[src/rtl/lfsr_rng_arbiter.sv]
// Round-robin arbiter that hands out words from one shared 32-bit LFSR.
// It also sequences seed loading and warm-up through the generator's
// synchronous reset/seed pins. Every grant captures the generator output
// of that cycle, and at most one grant is issued per cycle, so each
// consumer receives a distinct draw.
//
// state | meaning
// LOAD  | lfsr_reset high, generator loads lfsr_seed at the next edge
// WARM  | discarding generator outputs, warm_cnt counts down to 0
// RUN   | ready high, one grant per cycle to the round-robin winner
module lfsr_rng_arbiter #(
  parameter int          N_REQ         = 4,
  parameter int          WARMUP_CYCLES = 32,
  parameter logic [31:0] SEED_DEFAULT  = 32'hAAAA_AAAA,
  localparam int         GW            = (N_REQ > 1) ? $clog2(N_REQ) : 1
) (
  input  logic             clk,
  input  logic             reset_n,
  input  logic [N_REQ-1:0] req,
  output logic [N_REQ-1:0] ack,
  output logic [31:0]      rnd_out,
  output logic [GW-1:0]    gnt_id,
  output logic             ready,
  input  logic             reseed,
  input  logic [31:0]      seed_in,
  output logic             lfsr_reset,
  output logic [31:0]      lfsr_seed,
  input  logic [31:0]      lfsr_rnd
);

  typedef enum logic [1:0] {
    ST_LOAD = 2'd0,
    ST_WARM = 2'd1,
    ST_RUN  = 2'd2
  } state_t;

  // Counter reload value; with no warm-up the counter is never used.
  localparam logic [15:0] WARM_LOAD =
    (WARMUP_CYCLES == 0) ? 16'd0 : 16'(WARMUP_CYCLES - 1);

  state_t           state;
  state_t           state_nxt;
  logic [15:0]      warm_cnt;
  logic [GW-1:0]    rr;
  logic [GW-1:0]    win;
  logic [GW-1:0]    rr_nxt;
  logic             found;
  logic [N_REQ-1:0] eligible;

  // State register.
  always_ff @(posedge clk or negedge reset_n) begin
    if (!reset_n) state <= ST_LOAD;
    else          state <= state_nxt;
  end

  // Next-state logic; a reseed request overrides every state.
  always_comb begin
    state_nxt = state;
    if (reseed) begin
      state_nxt = ST_LOAD;
    end else begin
      case (state)
        ST_LOAD: state_nxt = (WARMUP_CYCLES == 0) ? ST_RUN : ST_WARM;
        ST_WARM: if (warm_cnt == 16'd0) state_nxt = ST_RUN;
        ST_RUN:  state_nxt = ST_RUN;
        default: state_nxt = ST_LOAD;
      endcase
    end
  end

  // Moore outputs: generator held in reset only during LOAD.
  always_comb begin
    ready      = (state == ST_RUN);
    lfsr_reset = (state == ST_LOAD);
  end

  // Warm-up down-counter, reloaded on every exit from LOAD.
  always_ff @(posedge clk or negedge reset_n) begin
    if (!reset_n)
      warm_cnt <= 16'd0;
    else if (state == ST_LOAD && !reseed)
      warm_cnt <= WARM_LOAD;
    else if (state == ST_WARM && warm_cnt != 16'd0)
      warm_cnt <= warm_cnt - 16'd1;
  end

  // Seed latch; a zero seed would lock the LFSR, so substitute the default.
  always_ff @(posedge clk or negedge reset_n) begin
    if (!reset_n)
      lfsr_seed <= SEED_DEFAULT;
    else if (reseed)
      lfsr_seed <= (seed_in == 32'd0) ? SEED_DEFAULT : seed_in;
  end

  // Round-robin search from rr; a requester acked this cycle sits out one cycle.
  always_comb begin
    logic [GW:0]   sum;
    logic [GW-1:0] cand;
    eligible = req & ~ack;
    found    = 1'b0;
    win      = '0;
    sum      = '0;
    cand     = '0;
    for (int i = 0; i < N_REQ; i++) begin
      sum = {1'b0, rr} + (GW+1)'(i);
      if (sum >= (GW+1)'(N_REQ)) sum = sum - (GW+1)'(N_REQ);
      cand = sum[GW-1:0];
      if (!found && eligible[cand]) begin
        found = 1'b1;
        win   = cand;
      end
    end
    rr_nxt = (win == GW'(N_REQ - 1)) ? '0 : win + GW'(1);
  end

  // Grant register: one-cycle ack pulse with the word sampled this cycle.
  always_ff @(posedge clk or negedge reset_n) begin
    if (!reset_n) begin
      ack     <= '0;
      rnd_out <= 32'd0;
      gnt_id  <= '0;
      rr      <= '0;
    end else if (state == ST_RUN && !reseed && found) begin
      ack     <= {{(N_REQ-1){1'b0}}, 1'b1} << win;
      gnt_id  <= win;
      rnd_out <= lfsr_rnd;
      rr      <= rr_nxt;
    end else begin
      ack <= '0;
    end
  end

endmodule
[config.mk]
export PLATFORM = sky130hd
export DESIGN_NAME = lfsr_rng_arbiter
export DESIGN_NICKNAME = d
export VERILOG_FILES = /design/src/rtl/lfsr_rng_arbiter.sv
export SDC_FILE = /design/constraint.sdc
export NUM_CORES = 1
export LEC_CHECK = 0
export ABC_AREA = 1
export CORE_MARGIN = 2
export CORE_UTILIZATION = 25
export DETAILED_ROUTE_END_ITERATION = 8
export GPL_TIMING_DRIVEN = 0
export PLACE_DENSITY_LB_ADDON = 0.3
export SLEW_MARGIN = 20
export SYNTH_ARGS = -nofsm -noshare
export SYNTH_HDL_FRONTEND = slang
export SYNTH_SLANG_ARGS = --single-unit
[constraint.sdc]
create_clock -name clk -period 4.45 [get_ports clk]
set_clock_uncertainty 0.1 [all_clocks]
set_input_delay 0.445 -clock clk [delete_from_list [all_inputs] [get_ports clk]]
set_output_delay 0.445 -clock clk [all_outputs]
set_load 0.01 [all_outputs]
==> reports/qor.csv, run 1 <==
metric,value,unit
status,completed,
sequential element share of the synthesized area,0.526,
Seq. cell area,2270,µm²
"setup slack, reg-to-reg",2.20,ns
Worst VDD drop,0.000215,V
"commonest non-fill, non-tap cell in the layout",nand2_1,
clk root buf,clkbuf_16,
met1 usage,0.178,
GPL Wtd Cong,0.818,
core region area,17100,µm²
TritonCTS Sinks,90,
io pins,143,
Syn Inst Count,532,
Synthesis Warnings,0,
DP HPWL,9040,µm
Worst setup SP type,register,
final net count,765,
synthesized cell area,4320,µm²
WHS,0.307,ns
dpl cell area,6040,µm²
vias per inst,4.29,
first-pass GRT wire length,19800,µm
RSZ-0062 raised after global routing,no,
crit-path most repeated cell,nand2_1,
initial antenna violation count,0,
ys flop type,dfrtp_1,
WL/cell,13.2,µm
# rows,48,
CTS tree,yes,
clock period minus worst slack,2.25,ns
Post-Syn Area per Cell,8.11,µm²
Pleak,2.98,nW
placed insts,899,
PostCTS Resize Cnt,0,
Die Ht,135,µm
r2r worst-path depth,13,
post-synthesis async set-or-reset flop share,1.00,
Setup WS pre-CTS,1.86,ns
Port Buffers,141,
fin. max-slew vios,0,
Initial DRC Count,187,
ant diodes,0,
largest net degree at the start of global routing,70,
Crit Path Category,reg2reg,
Worst Path Max Fanout,8,
fill cell count,1766,
clk slew on worst S/H paths,0.07,ns
r2r endpoint,rr[1],
multi-input logic area,1800,µm²
critical path cell sequence,"buf_6, inv_4, nand2_1, nand2_2, nand3_2, nand2_2, nand3_2, or2_2, nand2_1, inv_1, ha_1, nand2_1, o21ai_0",
GR Util All Layers,0.139,
most frequent cells in the layout,"234 x nand2_1, 140 x clkdlybuf4s50_1, 74 x dfrtp_1",
"Clk Latency, worst-skew pair",0.35,ns
CTS H-tree depth,3,
CP Data Arrival Time,2.38,ns
Yosys reg bits,90,
Fmax achieved,444,MHz
final worst slack,2.20,ns
Max Buffers Root-to-Sink,2,
min-delay src,reseed,
Initial Util,0.252,
routed vias,3929,
hold depth,3,
Syn Nets,611,
vias in the first global route,3902,
Required @ worst endpoint,4.57,ns
Num CTS Buffers,9,
design area,6360,µm²
Hold Path Sink,lfsr_seed[1],
die width,135,µm
Fin. Hold Viols,0,
Post-synth EDFFs,0,
Crit. End Element,register,
DRT Pass-1 Iters,5,
met3 Use GR,0.0352,
r2r startpoint,rr[0],
crit share post-route,0.507,
Area growth syn-to-layout,47.3,%
Setup-failing EPs final,0,
Residual DRC,0,
Hold WC Path Type,in2reg,
Final ANT Viol Nets,0,
GR peak layer,met2,
total gr overflow,0,
met2 usage,0.226,
final core occ,0.371,
die area,18300,µm²
Crit path largest cell delay,0.38,ns
"Distinct cells, synth",32,
layout cell share with drive strength beyond 1,0.103,
power density cells,521,nW/µm²
total routed wirelength,12100,µm
slowest CP cell,dfrtp_1,
final cell count without fillers,916,
Worst slew margin,0.670,
Max-cap violations,0,
Worst Tran Pin Value,0.492,ns
==> registers in the layout, summed over array words and instances, names as in the netlist <==
name       count
ack            4
rnd_out       32
warm_cnt      16
state          2
lfsr_seed     32
gnt_id         2
rr             2
==> worst max path at each step <==
stage	endpoint	slack, ns	startpoint	depth (start not counted)
2_1_floorplan	rr[1]	2.44	rr[0]	13
3_3_place_gp	state[0]	-0.75	reset_n	1
3_5_place_dp	rr[1]	1.86	req[1]	11
4_1_cts	rr[1]	2.18	rr[0]	13
5_1_grt	rr[1]	2.01	rr[0]	13
6_report	rr[1]	2.20	rr[0]	13
==> report_power, final <==
part,switching (mW),total (mW),internal (mW)
registers,0.124,1.15,1.03
logic,0.733,1.36,0.624
clock network,0.355,0.803,0.448
total,1.21,3.31,2.10
==> kinds of logic (layout without fill, tap and decap cells) <==
logic type | count (synthesis) | count (layout) | synth area share
compound gates | 41 | 41 | 0.0487
xor+xnor | 3 | 3 | 0.00609
fa+ha+maj | 8 | 8 | 0.0232
buf+inv | 49 | 208 | 0.0557
flops | 90 | 90 | 0.526
simple gates | 341 | 341 | 0.340
==> routing by layer <==
layer,vias up,wire [µm]
li1,1996,-
met1,1789,5550
met2,125,5560
met3,19,743
met4,0,252
met5,-,0
==> final cells by class <==
type,count,share of cell area
repair buffers,143,0.228
inverters,31,0.0187
clock inverters,7,0.0134
plain buffers,18,0.0191
flip-flops and latches,90,0.357
clock buffers,9,0.0354
multi-input cells,393,0.284
well taps,225,0.0443
==> metrics by stage <==
stage / setup TNS [ns] / total power, mW
finish: 0 / 3.31
global route: 0 / 3.58
CTS: 0 / 3.37
detailed placement: 0 / 2.54
global placement: -55.18 / 2.52
floorplan: 0 / 1.90
==> critical path: cells and delay by family (launching register included) <==
family | cells | cell delay (ns)
AND/OR/NAND/NOR | 8 | 0.98
flip-flops | 1 | 0.38
buffers and inverters | 3 | 0.32
AO/OA/AOI/OAI | 1 | 0.08
adder cells (fa/ha/maj) | 1 | 0.27
==> timing repair <==
action / in CTS / in global routing
endpoints found under the hold margin: 13 / 0
hold buffers: 1 / 0
buffers inserted: 0 / 0
endpoints found under the setup margin: 0 / 0
==> synthesized netlist by cell type (all sizes together), types with 8 or more instances <==
library cell	count	area (µm²)
buf	10	91.3
clkbuf	8	30.0
dfrtp	74	1850
dfstp	16	420
ha	8	100
inv	30	115
nand2	249	972
nand3	30	170
nand4	10	68.8
nor2	39	173
o21ai	34	170
No activity file was read; power rests on OpenSTA's default activity.
==> run 2: changes to the inputs <==
Clock period 4.45 ns to 2.05 ns, I/O delays scaled along.
==> reports/qor.csv, run 2 (synthesis gave the netlist of run 1 again) <==
metric,value,unit,change
status,completed,,
"commonest non-fill, non-tap cell in the layout",nand2_1,,
clock period minus worst slack,1.99,ns,-0.265 ns
Max-cap violations,0,,unchanged
Fmax achieved,503,MHz,+13%
Residual DRC,0,,unchanged
fin. max-slew vios,0,,unchanged
Die Ht,135,µm,unchanged
Area growth syn-to-layout,54.8,%,
total gr overflow,0,,unchanged
fill cell count,1746,,-1.1%
DRT Pass-1 Iters,5,,unchanged
met1 WL,5630,µm,+1.4%
Crit path largest cell delay,0.49,ns,+0.11 ns
die area,18300,µm²,unchanged
Fin. Hold Viols,0,,unchanged
Worst Tran Pin Value,0.484,ns,-0.00772 ns
Final ANT Viol Nets,0,,unchanged
metal2 WL,6000,µm,+7.8%
critical path cell sequence,"inv_4, buf_4, nand3_2, nand2_4, nand3_4, or2_4, nand2_4, inv_2, ha_4, nand2_1, o21ai_1",,
# rows,48,,unchanged
CTS tree,yes,,
Port Buffers,141,,unchanged
multi-input logic area,2000,µm²,+11%
Gate power share,0.467,,+0.057
final worst slack,0.0601,ns,-2.14 ns
Crit. End Element,register,,
slowest CP cell,dfrtp_2,,
vias in the first global route,3923,,+0.54%
DP HPWL,9040,µm,unchanged
routed vias,4025,,+2.4%
WHS,0.0683,ns,-0.238 ns
Top Layer Used,met4,,
Required @ worst endpoint,2.22,ns,-2.35 ns
layout cell share with drive strength beyond 1,0.169,,+0.0660
Worst VDD drop,0.000482,V,+120%
initial antenna violation count,0,,unchanged
min-delay src,reseed,,
switching share of power,0.373,,+0.00747
Sequential Power Share,0.315,,-0.033
Clock power frac,0.218,,-0.024
final core occ,0.390,,+0.0189
GR Util All Layers,0.139,,+0.000318
vias per inst,4.33,,+0.90%
r2r startpoint,rr[1],,
Crit Path Category,reg2reg,,
Worst setup SP type,register,,
Setup-failing EPs final,0,,unchanged
DR WL met3,638,µm,-14%
crit share post-route,0.971,,+0.464
core region area,17100,µm²,unchanged
Worst slew margin,0.675,,+0.00519
Setup WS pre-CTS,-0.303,ns,-2.16 ns
Initial Util,0.252,,unchanged
clk slew on worst S/H paths,0.07,ns,about the same
biggest regs,"lfsr_seed (32), rnd_out (32), warm_cnt (16)",,
placed insts,899,,unchanged
GPL Wtd Cong,0.818,,unchanged
power density cells,1200,nW/µm²,+130%
io pins,143,,unchanged
total routed wirelength,12500,µm,+3.6%
Initial DRC Count,195,,+4.3%
CP Buf/Inv Count,3,,unchanged
Switch Pwr,2.98,mW,+150%
Pleak,3.09,nW,+4.0%
cell family with most CP delay,simple AND/OR/NAND/NOR gates,,
TritonCTS Sinks,90,,unchanged
"Clk Latency, worst-skew pair",0.35,ns,about the same
final net count,779,,+1.8%
WL/cell,13.5,µm,+2.0%
Power Total,8.00,mW,+140%
final cell count without fillers,930,,+1.5%
Num CTS Buffers,9,,unchanged
RSZ-0062 raised after global routing,yes,,
die width,135,µm,unchanged
most frequent cells in the layout,"222 x nand2_1, 140 x clkdlybuf4s50_1, 73 x dfrtp_1",,
Seq. cell area,2270,µm²,about the same
crit-path most repeated cell,nand2_4,,
CP Data Arrival Time,2.16,ns,-0.22 ns
first-pass GRT wire length,19900,µm,+0.31%
clk root buf,clkbuf_16,,
Hold WC Path Type,in2reg,,
Max Buffers Root-to-Sink,2,,unchanged
Critical path origin,rr[1],,
Worst Path Max Fanout,7,,-1
CTS H-tree depth,3,,unchanged
ant diodes,0,,unchanged
Cell Int Power,5.01,mW,+140%
largest net degree at the start of global routing,70,,unchanged
==> run 2: final timing paths <==
kind                                endpoint  slack [ns]  cells past startpoint
worst max register to register         rr[1]        0.06                     11
min in group asynchronous         rnd_out[3]        0.17                      2
worst min register to register  lfsr_seed[3]        0.37                      2
worst max-delay path                   rr[1]        0.06                     11
worst min-delay path            lfsr_seed[1]        0.07                      3
max in group asynchronous       lfsr_seed[3]        1.01                      3
==> run 2: power groups by stage <==
stage	logic, mW	clock network [mW]	registers (mW)
6_report	3.73	1.74	2.52
5_1_grt	4.11	1.90	2.57
4_1_cts	3.14	1.82	2.51
3_5_place_dp	2.99	0	2.53
3_3_place_gp	2.95	0	2.52
2_1_floorplan	1.44	0	2.69
==> run 2: through the flow <==
stage	setup TNS, ns	instance area (µm²)
floorplan	0	4320
global placement	-245.50	6010
detailed placement	-2.61	6040
CTS	-0.0197	6410
global route	-0.0541	6680
finish	0	6680
==> run 2: area by class of cell <==
cell class                 instances  area share
inverter                          31      0.0197
clock inverter                     7      0.0127
clock buffer                       9      0.0337
sequential                        90       0.340
tap                              225      0.0421
multi-input combinational        393       0.300
timing repair buffer             157       0.233
buffer                            18      0.0187
==> run 2: repair_timing <==
item,CTS,global route
resized for setup,11,46
hold endpoints to repair,82,0
hold buffers,1,0
pin swaps,2,9
setup buffers,2,12
setup endpoints to repair,5,17
==> run 2: layer usage <==
layer | GRT usage | vias to the layer above
li1 | - | 2026
met1 | 0.178 | 1876
met2 | 0.227 | 104
met3 | 0.0352 | 19
met4 | 0.0515 | 0
met5 | 0 | -
==> run 2: tightest hold or removal path, stage by stage <==
cell,delay (ns)
buf_2,0.16
o21ai_0,0.10
nand2_1,0.05
==> run 3: changes to the inputs <==
Settings changed: PLACE_DENSITY_LB_ADDON 0.3 to not set.
Clock period 2.05 ns to 1.9 ns, I/O delays scaled along.
==> reports/qor.csv, run 3 (synthesis gave the netlist of run 1 again) <==
metric,value,unit,change
status,finished with violations,,
failing checks,setup timing,,
Pleak,3.18,nW,+2.8%
slowest CP cell,dfrtp_2,,
Die Ht,135,µm,unchanged
layout cell share with drive strength beyond 1,0.189,,+0.0203
switching share of power,0.375,,+0.00180
dpl cell area,6060,µm²,+0.41%
total gr overflow,0,,unchanged
ant diodes,0,,unchanged
GPL Wtd Cong,0.813,,-0.61%
"commonest non-fill, non-tap cell in the layout",nand2_1,,
GR Util All Layers,0.139,,+0.000617
largest net degree at the start of global routing,57,,-19%
Fin. Hold Viols,0,,unchanged
final worst slack,-0.0530,ns,-0.113 ns
total routed wirelength,12800,µm,+2.4%
die area,18300,µm²,unchanged
multi-input logic area,2070,µm²,+3.2%
Port Buffers,141,,unchanged
Num CTS Buffers,9,,unchanged
core region area,17100,µm²,unchanged
DR WL met3,573,µm,-10%
Switch Pwr,3.32,mW,+11%
CTS H-tree depth,3,,unchanged
"Clk Latency, worst-skew pair",0.34,ns,about the same
crit share post-route,1.03,,+0.0572
Crit Path Category,reg2reg,,
met1 WL,5750,µm,+2.2%
# rows,48,,unchanged
final net count,788,,+1.2%
Crit path largest cell delay,0.48,ns,about the same
vias in the first global route,3932,,+0.23%
Gate power share,0.484,,+0.017
RSZ-0062 raised after global routing,yes,,
Hold WC Path Type,in2reg,,
critical path cell sequence,"inv_4, nand2_2, nand2_4, nand3_4, nand2_4, nand3_2, or2_4, nand2_4, inv_4, ha_4, nand2_2, o21ai_2",,
Top Layer Used,met4,,
Clock power frac,0.210,,-0.008
clock period minus worst slack,1.95,ns,-0.0368 ns
Required @ worst endpoint,2.07,ns,-0.15 ns
fin. max-slew vios,0,,unchanged
WL/cell,13.7,µm,+1.4%
power density cells,1290,nW/µm²,+7.5%
Worst Path Max Fanout,6,,-1
Initial Util,0.252,,unchanged
first-pass GRT wire length,20000,µm,+0.73%
initial antenna violation count,0,,unchanged
Seq. cell area,2270,µm²,unchanged
DRT Pass-1 Iters,4,,-1
Area growth syn-to-layout,59.2,%,
design area,6870,µm²,+2.8%
die width,135,µm,unchanged
most frequent cells in the layout,"218 x nand2_1, 138 x clkdlybuf4s50_1, 73 x dfrtp_1",,
clk root buf,clkbuf_16,,
DP HPWL,9100,µm,+0.61%
Initial DRC Count,225,,+15%
clk slew on worst S/H paths,0.07,ns,about the same
vias per inst,4.28,,-1.1%
CP Data Arrival Time,2.12,ns,-0.04 ns
Worst slew margin,0.672,,-0.00277
Worst setup SP type,register,,
crit-path most repeated cell,nand2_4,,
Worst VDD drop,0.000574,V,+19%
Max Buffers Root-to-Sink,2,,unchanged
metal2 WL,6310,µm,+5.1%
Worst Tran Pin Value,0.492,ns,+0.00789 ns
TNS Setup,-0.0784,ns,-0.0784 ns
Sequential Power Share,0.307,,-0.008
Fmax achieved,512,MHz,+1.9%
TritonCTS Sinks,90,,unchanged
Cell Int Power,5.52,mW,+10%
biggest regs,"lfsr_seed (32), rnd_out (32), warm_cnt (16)",,
fill cell count,1728,,-1.0%
Residual DRC,0,,unchanged
Crit. End Element,register,,
routed vias,4019,,-0.15%
CTS tree,yes,,
Final ANT Viol Nets,0,,unchanged
Max-cap violations,0,,unchanged
Setup-failing EPs final,3,,+3
io pins,143,,unchanged
[run 3: cell count changes in the layout (fill, tap and decap cells not counted), sizes merged]
cell | before | now
buf | 25 | 33
inv | 33 | 31
clkbuf | 18 | 22
clkdlybuf4s50 | 140 | 138
dlygate4sd2 | 0 | 1
dlymetal6s2s | 0 | 1
bufinv | 1 | 0
[run 3: path summary, 6_finish.rpt]
| kind | startpoint | to | slack (ns) | cells after the start |
|---|---|---|---|---|
| setup / recovery | rr[1] | rr[1] | -0.05 | 12 |
| hold / removal | reseed | lfsr_seed[31] | 0.03 | 3 |
| setup reg to reg | rr[1] | rr[1] | -0.05 | 12 |
| hold reg to reg | lfsr_seed[1] | lfsr_seed[1] | 0.37 | 2 |
| max in group asynchronous | reset_n | lfsr_seed[31] | 0.85 | 3 |
| min in group asynchronous | reset_n | lfsr_seed[8] | 0.21 | 2 |
[run 3: power by group through the flow]
stage | logic [mW] | clock network (mW) | registers [mW]
6_report | 4.28 | 1.85 | 2.71
5_1_grt | 4.68 | 2.02 | 2.77
4_1_cts | 3.50 | 1.91 | 2.71
3_5_place_dp | 3.31 | 0 | 2.74
3_3_place_gp | 3.27 | 0 | 2.73
2_1_floorplan | 1.64 | 0 | 2.90
[run 3: critical path: cells and delay by family (launching register included)]
kind	cells	cell delay, ns
AND/OR/NAND/NOR	8	0.82
buffers and inverters	2	0.17
flip-flops	1	0.48
AO/OA/AOI/OAI	1	0.05
adder cells (fa/ha/maj)	1	0.25
[run 3: cell type report]
type	count	area share
sequential	90	0.331
tap	225	0.0410
buffer	18	0.0219
clock inverter	4	0.00419
multi-input combinational	393	0.301
timing repair buffer	166	0.241
clock buffer	12	0.0406
inverter	31	0.0199
[run 3: timing repair]
| action | in CTS | in global routing |
|---|---|---|
| hold endpoints to repair | 34 | 0 |
| pin swaps | 3 | 15 |
| setup buffers | 4 | 18 |
| gates cloned | 0 | 1 |
| gates resized for setup | 16 | 58 |
| endpoints found under the setup margin | 16 | 57 |
| hold buffers | 1 | 0 |
[run 3: metal layers]
layer | global-route usage | vias up
met2 | 0.228 | 91
met5 | 0 | -
met3 | 0.0348 | 16
met4 | 0.0469 | 0
li1 | - | 2041
met1 | 0.180 | 1871
[run 3: metrics by stage]
stage	instances	power, mW	worst slack, ns	utilization	hold WS, ns
finish	939	8.84	-0.0530	0.401	0.0327
detailed placement	899	6.05	-0.329	0.354	0.0139
global placement	898	6.00	-3.12	0.353	0.355
CTS	920	8.12	-0.0307	0.377	0.0190
global route	939	9.47	-0.108	0.401	0.0389
floorplan	532	4.54	0.0261	-	-0.206
